==> src/rtl/fp_div_pkg.sv <==
`default_nettype none
// +----------------------------------------------------------------------------+
// | Module      : fp_div_pkg                                                   |
// | Description : Shared states, flag bit positions and qNaN helper for the    |
// |               sequential floating-point divider.                           |
// | Revision    : 1.0                                                          |
// +----------------------------------------------------------------------------+
package fp_div_pkg;

    typedef logic [2:0] state_t;

    localparam state_t ST_IDLE   = 3'd0;
    localparam state_t ST_PREP   = 3'd1;
    localparam state_t ST_DIVIDE = 3'd2;
    localparam state_t ST_ROUND  = 3'd3;
    localparam state_t ST_DONE   = 3'd4;

    localparam int FLG_NV = 4;
    localparam int FLG_DZ = 3;
    localparam int FLG_OF = 2;
    localparam int FLG_UF = 1;
    localparam int FLG_NX = 0;

    // Positive quiet NaN: exponent all ones, only the fraction MSB set.
    function automatic logic [127:0] fp_qnan(input int exp_w, input int man_w);
        logic [127:0] v;
        v = '0;
        for (int i = 0; i < exp_w; i++) begin
            v[man_w + i] = 1'b1;
        end
        v[man_w - 1] = 1'b1;
        return v;
    endfunction

endpackage
`default_nettype wire

==> src/rtl/fp_classify.sv <==
`default_nettype none
// +----------------------------------------------------------------------------+
// | Module      : fp_classify                                                  |
// | Description : Combinational classification of an IEEE-754 magnitude.      |
// |               Zero exponent counts as zero, so denormals flush.            |
// | Revision    : 1.0                                                          |
// +----------------------------------------------------------------------------+
module fp_classify #(
    parameter int EXP_W = 8,
    parameter int MAN_W = 23
) (
    input  logic [EXP_W+MAN_W-1:0] i_mag,
    output logic                   o_is_zero,
    output logic                   o_is_inf,
    output logic                   o_is_nan,
    output logic                   o_is_norm
);

    logic [EXP_W-1:0] w_exp;
    logic [MAN_W-1:0] w_frac;
    logic             w_exp_max;

    assign w_exp     = i_mag[EXP_W+MAN_W-1:MAN_W];
    assign w_frac    = i_mag[MAN_W-1:0];
    assign w_exp_max = &w_exp;

    assign o_is_zero = (w_exp == '0);
    assign o_is_inf  = w_exp_max && (w_frac == '0);
    assign o_is_nan  = w_exp_max && (w_frac != '0);
    assign o_is_norm = !o_is_zero && !w_exp_max;

endmodule
`default_nettype wire

==> src/rtl/fp_div_seq.sv <==
`default_nettype none
// +----------------------------------------------------------------------------+
// | Module      : fp_div_seq                                                   |
// | Description : Sequential IEEE-754 divider, radix-2 restoring recurrence,   |
// |               round-to-nearest-even, valid/ready on both sides.            |
// | Revision    : 1.0                                                          |
// +----------------------------------------------------------------------------+
module fp_div_seq
    import fp_div_pkg::*;
#(
    parameter  int EXP_W = 8,
    parameter  int MAN_W = 23,
    localparam int W     = 1 + EXP_W + MAN_W
) (
    input  logic         clk,
    input  logic         rst_n,
    input  logic         in_valid,
    output logic         in_ready,
    input  logic [W-1:0] a_operand,
    input  logic [W-1:0] b_operand,
    output logic         out_valid,
    input  logic         out_ready,
    output logic [W-1:0] result,
    output logic [4:0]   flags
);

    localparam int                    c_CNT_W   = $clog2(MAN_W + 2);
    localparam logic signed [EXP_W+1:0] c_BIAS  = (EXP_W+2)'(2**(EXP_W-1) - 1);
    localparam logic signed [EXP_W+1:0] c_EMAX  = (EXP_W+2)'(2**EXP_W - 1);
    localparam logic [W-1:0]          c_QNAN    = W'(fp_qnan(EXP_W, MAN_W));
    localparam logic [W-1:0]          c_INF_MAG = {1'b0, {EXP_W{1'b1}}, {MAN_W{1'b0}}};

    state_t                  r_state;
    state_t                  w_state_nxt;
    logic [W-1:0]            r_a;
    logic [W-1:0]            r_b;
    logic signed [EXP_W+1:0] r_exp;
    logic [MAN_W:0]          r_mb;
    logic [MAN_W+1:0]        r_rem;
    logic [MAN_W:0]          r_quo;
    logic [c_CNT_W-1:0]      r_cnt;

    logic w_a_zero, w_a_inf, w_a_nan, w_a_norm;
    logic w_b_zero, w_b_inf, w_b_nan, w_b_norm;

    fp_classify #(.EXP_W(EXP_W), .MAN_W(MAN_W)) u_class_a (
        .i_mag     (r_a[W-2:0]),
        .o_is_zero (w_a_zero),
        .o_is_inf  (w_a_inf),
        .o_is_nan  (w_a_nan),
        .o_is_norm (w_a_norm)
    );

    fp_classify #(.EXP_W(EXP_W), .MAN_W(MAN_W)) u_class_b (
        .i_mag     (r_b[W-2:0]),
        .o_is_zero (w_b_zero),
        .o_is_inf  (w_b_inf),
        .o_is_nan  (w_b_nan),
        .o_is_norm (w_b_norm)
    );

    logic                    w_sign;
    logic                    w_special;
    logic [MAN_W:0]          w_ma;
    logic [MAN_W:0]          w_mb;
    logic signed [EXP_W+1:0] w_exp0;

    assign w_sign    = r_a[W-1] ^ r_b[W-1];
    assign w_special = !(w_a_norm && w_b_norm);
    assign w_ma      = {1'b1, r_a[MAN_W-1:0]};
    assign w_mb      = {1'b1, r_b[MAN_W-1:0]};
    assign w_exp0    = $signed({2'b00, r_a[W-2:MAN_W]}) - $signed({2'b00, r_b[W-2:MAN_W]}) + c_BIAS;

    // Operands stay captured until the next accept, so the special result is
    // recomputed from the classifiers when it is latched in ROUND.
    logic [W-1:0] w_spec_res;
    logic [4:0]   w_spec_flg;

    always_comb begin
        w_spec_res = {w_sign, {(W-1){1'b0}}};
        w_spec_flg = '0;
        if (w_a_nan || w_b_nan || (w_a_zero && w_b_zero) || (w_a_inf && w_b_inf)) begin
            w_spec_res         = c_QNAN;
            w_spec_flg[FLG_NV] = 1'b1;
        end else if (w_a_inf) begin
            w_spec_res = {w_sign, c_INF_MAG[W-2:0]};
        end else if (w_b_zero) begin
            w_spec_res         = {w_sign, c_INF_MAG[W-2:0]};
            w_spec_flg[FLG_DZ] = 1'b1;
        end
    end

    // One restoring step: the partial remainder is always below 2*mb.
    logic           w_ge;
    logic [MAN_W:0] w_diff;

    assign w_ge   = (r_rem >= {1'b0, r_mb});
    assign w_diff = w_ge ? (MAN_W+1)'(r_rem - {1'b0, r_mb}) : r_rem[MAN_W:0];

    // r_quo holds fraction and guard; the always-one hidden bit has shifted out,
    // so a carry out of the fraction means the mantissa rounded up to 2.0.
    logic                    w_guard;
    logic                    w_sticky;
    logic                    w_inc;
    logic                    w_fcarry;
    logic [MAN_W-1:0]        w_frac;
    logic signed [EXP_W+1:0] w_exp_r;
    logic [W-1:0]            w_rnd_res;
    logic [4:0]              w_rnd_flg;

    assign w_guard  = r_quo[0];
    assign w_sticky = |r_rem;
    assign w_inc    = w_guard && (w_sticky || r_quo[1]);
    assign {w_fcarry, w_frac} = {1'b0, r_quo[MAN_W:1]} + (MAN_W+1)'(w_inc);
    assign w_exp_r  = r_exp + (EXP_W+2)'(w_fcarry);

    always_comb begin
        w_rnd_res         = {w_sign, w_exp_r[EXP_W-1:0], w_frac};
        w_rnd_flg         = '0;
        w_rnd_flg[FLG_NX] = w_guard || w_sticky;
        if (w_exp_r >= c_EMAX) begin
            w_rnd_res         = {w_sign, c_INF_MAG[W-2:0]};
            w_rnd_flg[FLG_OF] = 1'b1;
            w_rnd_flg[FLG_NX] = 1'b1;
        end else if (w_exp_r[EXP_W+1] || (w_exp_r == '0)) begin
            w_rnd_res         = {w_sign, {(W-1){1'b0}}};
            w_rnd_flg[FLG_UF] = 1'b1;
            w_rnd_flg[FLG_NX] = 1'b1;
        end
    end

    always_ff @(posedge clk or negedge rst_n) begin
        if (!rst_n) begin
            r_state <= ST_IDLE;
        end else begin
            r_state <= w_state_nxt;
        end
    end

    always_comb begin
        w_state_nxt = r_state;
        in_ready    = 1'b0;
        out_valid   = 1'b0;
        case (r_state)
            ST_IDLE: begin
                in_ready = 1'b1;
                if (in_valid) w_state_nxt = ST_PREP;
            end
            // Specials wait in ROUND one cycle so both paths share the output latch.
            ST_PREP:   w_state_nxt = w_special ? ST_ROUND : ST_DIVIDE;
            ST_DIVIDE: if (r_cnt == '0) w_state_nxt = ST_ROUND;
            ST_ROUND:  w_state_nxt = ST_DONE;
            ST_DONE: begin
                out_valid = 1'b1;
                if (out_ready) w_state_nxt = ST_IDLE;
            end
            default:   w_state_nxt = ST_IDLE;
        endcase
    end

    always_ff @(posedge clk or negedge rst_n) begin
        if (!rst_n) begin
            r_a    <= '0;
            r_b    <= '0;
            r_exp  <= '0;
            r_mb   <= '0;
            r_rem  <= '0;
            r_quo  <= '0;
            r_cnt  <= '0;
            result <= '0;
            flags  <= '0;
        end else begin
            case (r_state)
                ST_IDLE: begin
                    if (in_valid) begin
                        r_a   <= a_operand;
                        r_b   <= b_operand;
                        flags <= '0;
                    end
                end
                ST_PREP: begin
                    r_mb  <= w_mb;
                    r_quo <= '0;
                    r_cnt <= c_CNT_W'(MAN_W + 1);
                    if (w_ma < w_mb) begin
                        r_rem <= {w_ma, 1'b0};
                        r_exp <= w_exp0 - (EXP_W+2)'(1);
                    end else begin
                        r_rem <= {1'b0, w_ma};
                        r_exp <= w_exp0;
                    end
                end
                ST_DIVIDE: begin
                    r_quo <= {r_quo[MAN_W-1:0], w_ge};
                    r_rem <= {w_diff, 1'b0};
                    r_cnt <= r_cnt - c_CNT_W'(1);
                end
                ST_ROUND: begin
                    result <= w_special ? w_spec_res : w_rnd_res;
                    flags  <= w_special ? w_spec_flg : w_rnd_flg;
                end
                default: ;
            endcase
        end
    end

endmodule
`default_nettype wire

==> config.mk <==
export PLATFORM = sky130hd
export DESIGN_NAME = fp_div_seq
export DESIGN_NICKNAME = d
export VERILOG_FILES = /design/src/rtl/fp_div_pkg.sv /design/src/rtl/fp_classify.sv /design/src/rtl/fp_div_seq.sv
export SDC_FILE = /design/constraint.sdc
export NUM_CORES = 1
export LEC_CHECK = 0
export ABC_AREA = 0
export CAP_MARGIN = 10
export CORE_MARGIN = 4
export CORE_UTILIZATION = 40
export CTS_CLUSTER_DIAMETER = 40
export DETAILED_ROUTE_END_ITERATION = 12
export HOLD_SLACK_MARGIN = 0.02
export PLACE_DENSITY_LB_ADDON = 0.1
export SLEW_MARGIN = 30
export SYNTH_ARGS = -nofsm -noshare
export SYNTH_HDL_FRONTEND = slang
export SYNTH_SLANG_ARGS = --single-unit
==> constraint.sdc <==
create_clock -name clk -period 3.68 [get_ports clk]
set_input_delay 0.552 -clock clk [delete_from_list [all_inputs] [get_ports clk]]
set_output_delay 0.552 -clock clk [all_outputs]
set_load 0.05 [all_outputs]
==> flow_summary_export.csv <==
group,metric,value,unit
critical_path,crit_start,"r_quo[6]",
critical_path,cp-start-kind,"flip-flop",
timing,worst_pin_slew,0.910,ns
layout,multi_input_area,5950,sq um
global_routing,antenna_found_initial,0,
critical_path,slowest_stage,"or4_1",
timing,drv_slew,0,
route,routedWlPerCell,17.4,um
clock_network,cts_inserted_buffers,17,
place,place_inst,1691,
synthesis,synth_area_leader_cell,"dfrtp_1",
critical_path,timing.rr.start,"r_quo[6]",
pwr,leakage,6.02,nW
clock_network,clock-sinks,192,
synthesis,async_flop_share,1.00,
floorplanning,die_y,175,um
synthesis,synth_seq_area_share,0.428,
layout,nNetsFinal,1469,
global_routing,grt_max_degree,93,
global_routing,grt_pass1_wl,49500,um
layout,antenna_cells,0,
clock_network,worstSkewPairLatency,0.44,ns
floorplanning,dieWidth,175,um
synthesis,synth_warnings,0,
route,dr.pass1.iters,5,
synthesis,synth-seq-cells,192,
clock_network,ctsRootBufferMaster,"clkbuf_16",
timing,tns,0,ns
timing,fin_worst_skew,0.0143,ns
critical_path,critical_path_arrival,3.80,ns
route,vias,9126,
layout,seq_area,4800,sq um
synthesis,synth_top_area_frac,0.428,
critical_path,worst-path-buf-inv,2,
layout,finalNonFillerCells,1728,
route,ant_nets,0,
timing,timing_hold_violations_final,0,
route,drt-vias-per-instance,5.28,
synthesis,synth_edf_count,0,
route,wirelength,30100,um
clock_network,tritoncts,"built",
place,port_buffers,106,
place,gp_congestion,0.858,
route,drcViolationCount,0,
synthesis,syn_area_per_cell,9.01,sq um
global_routing,grt_remaining_overflow,0,
global_routing,grt_usage,0.199,
synthesis,ys_types,80,
floorplanning,die_area,30800,sq um
synthesis,synth_nets,1378,
floorplanning,pin_count,107,
critical_path,crit_fanout,4,
critical_path,crit_required,4.01,ns
floorplanning,start_util,0.405,
critical_path,cp_cell_sequence,"and4_1, and3_4, and4_4, inv_1, nor2_2, and3_4, ha_2, ha_1, nand2_1, nor2_2, xnor2_1, or4_1, o21ai_1, nand2_2, buf_4, a32o_1",
critical_path,critical_path_class,"flip-flop to flip-flop",
synthesis,postSynthCellCount,1246,
synthesis,ys.flop_type,"dfrtp_1",
synthesis,synth_common_cells,"nand2_1, dfrtp_1, o21ai_0",
layout,area_growth,19.5,%
timing,setup_viol,0,
synthesis,netlist_area,11200,sq um
layout,fill_cells,2651,
clock_network,h-tree-depth,4,
timing,period_minus_slack,3.47,ns
timing,fmax,288,MHz
critical_path,worst_setup_path_end_kind,"flip-flop",
pwr,ir_drop,0.384,mV
layout,drive_gt1_frac,0.0830,
route,drt_iter0_drc,564,
floorplanning,row_count,61,
timing,slew-limit-headroom,0.393,
synthesis,yosysMostFrequentCell,"nand2_1",
timing,fin_crit_sh,0.943,
critical_path,cpPeakStageDelay,0.52,ns
clock_network,cts.path.max_buffers,2,
synthesis,synth.area.top_cells,"dfrtp_1, nand2_1, ha_1",
global_routing,grt_pass1_vias,9227,
clock_network,postCtsHoldBufs,0,
clock_network,path_clk_slew,0.08,ns
job,cap_violations,0,
place,dp_hpwl,22300,um
worst_hold_path,hold_class,"input pin to asynchronous set/reset pin",
run_status,status,"complete, no violations",
critical_path,crit_family,"simple AND/OR/NAND/NOR gates",
pwr,power.density,1060,nW/um^2
floorplanning,core_area,27700,sq um
## metrics by stage
stage / util / area [sq um] / worst slack (ns) / hold slack, ns / power (mW)
2_1_floorplan: - / 11200 / 0.178 / 0.256 / 10.1
3_3_place_gp: 0.458 / 12700 / 0.178 / 0.429 / 12.2
4_1_cts: 0.481 / 13300 / 0.0244 / 0.219 / 14.2
5_1_grt: 0.484 / 13400 / -0.0198 / 0.231 / 15.5
3_5_place_dp: 0.458 / 12700 / 0.0808 / 0.440 / 12.2
6_report: 0.484 / 13400 / 0.210 / 0.143 / 14.3
## cell families (layout without fill, tap and decap cells)
family / Yosys count / after routing / share of synthesized area
AOI/OAI and AO/OA: 295 / 295 / 0.174
buffers and inverters: 130 / 234 / 0.0476
DFF: 192 / 192 / 0.428
muxes: 38 / 38 / 0.0368
and+or+nand+nor: 458 / 458 / 0.187
adders and majority gates: 64 / 64 / 0.0727
xor gates and xnor gates: 69 / 69 / 0.0539
## worst reg2reg max path: stages (launching register included)
cell	delay (ns)
dfrtp_1	0.40
and4_1	0.24
and3_4	0.22
and4_4	0.24
inv_1	0.05
nor2_2	0.13
and3_4	0.22
ha_2	0.21
ha_1	0.16
nand2_1	0.07
nor2_2	0.12
xnor2_1	0.10
or4_1	0.52
o21ai_1	0.16
nand2_2	0.12
buf_4	0.17
a32o_1	0.25
## report_power, final
part | leakage [nW] | switching, mW | internal (mW)
combinational | 3.26 | 5.00 | 3.52
clock | 0.302 | 0.996 | 0.941
sequential | 2.46 | 0.869 | 2.92
total | 6.02 | 6.87 | 7.39
## layer usage
layer  routed length (um)  part of all wire  global-route usage  vias to the layer above
li1                     -                 -                   -                     4545
met1                15100              0.50               0.293                     4352
met2                13400              0.45               0.309                      195
met3                 1090             0.036              0.0291                       34
met4                  520             0.017              0.0510                        0
met5                    0                 0                   0                        -
## registers in the layout, summed over array words and instances (netlist names), 5 cells and up
name and cells:
r_quo 24, r_b 32, r_rem 25, r_exp 10, r_cnt 5, result 32
r_mb 24, flags 5, r_a 32
## path summary, 6_finish.rpt
kind,endpoint,slack [ns],cells past startpoint
min in group clk,r_mb[23],0.45,2
min,r_rem[23],0.14,1
max,result[1],0.21,16
max in group asynchronous,r_quo[2],2.61,2
min reg2reg,r_mb[23],0.45,2
max reg2reg,result[1],0.21,16
## cell type report
class	instances	area share
Multi-Input combinational cell	924	0.444
Clock inverter	15	0.0152
Inverter	71	0.0199
Clock buffer	17	0.0317
Sequential cell	192	0.358
Timing Repair Buffer	131	0.0962
Tap cell	378	0.0353
## cells in the final DEF (no fill, tap or decap), types with 9 or more instances in the layout
master / n
a22o_1: 23
xnor2_1: 36
inv_1: 71
clkbuf_16: 17
o21a_1: 9
o221ai_1: 9
ha_1: 60
and3_1: 13
nor4_1: 24
a21oi_1: 30
a22oi_1: 9
xor2_1: 32
nand4_1: 18
o21ai_0: 95
mux2i_1: 27
dfrtp_1: 192
nor3_1: 15
clkdlybuf4s50_1: 105
o21ai_1: 30
a21o_1: 15
nor2b_1: 11
nor2_1: 41
buf_4: 22
nand2_1: 262
nand3_1: 27
## timing repair
item,in CTS,in global routing
setup endpoints to repair,0,31
setup buffers,0,5
resized for setup,0,15
hold endpoints to repair,0,0
Power figures use the tool's default switching activity.
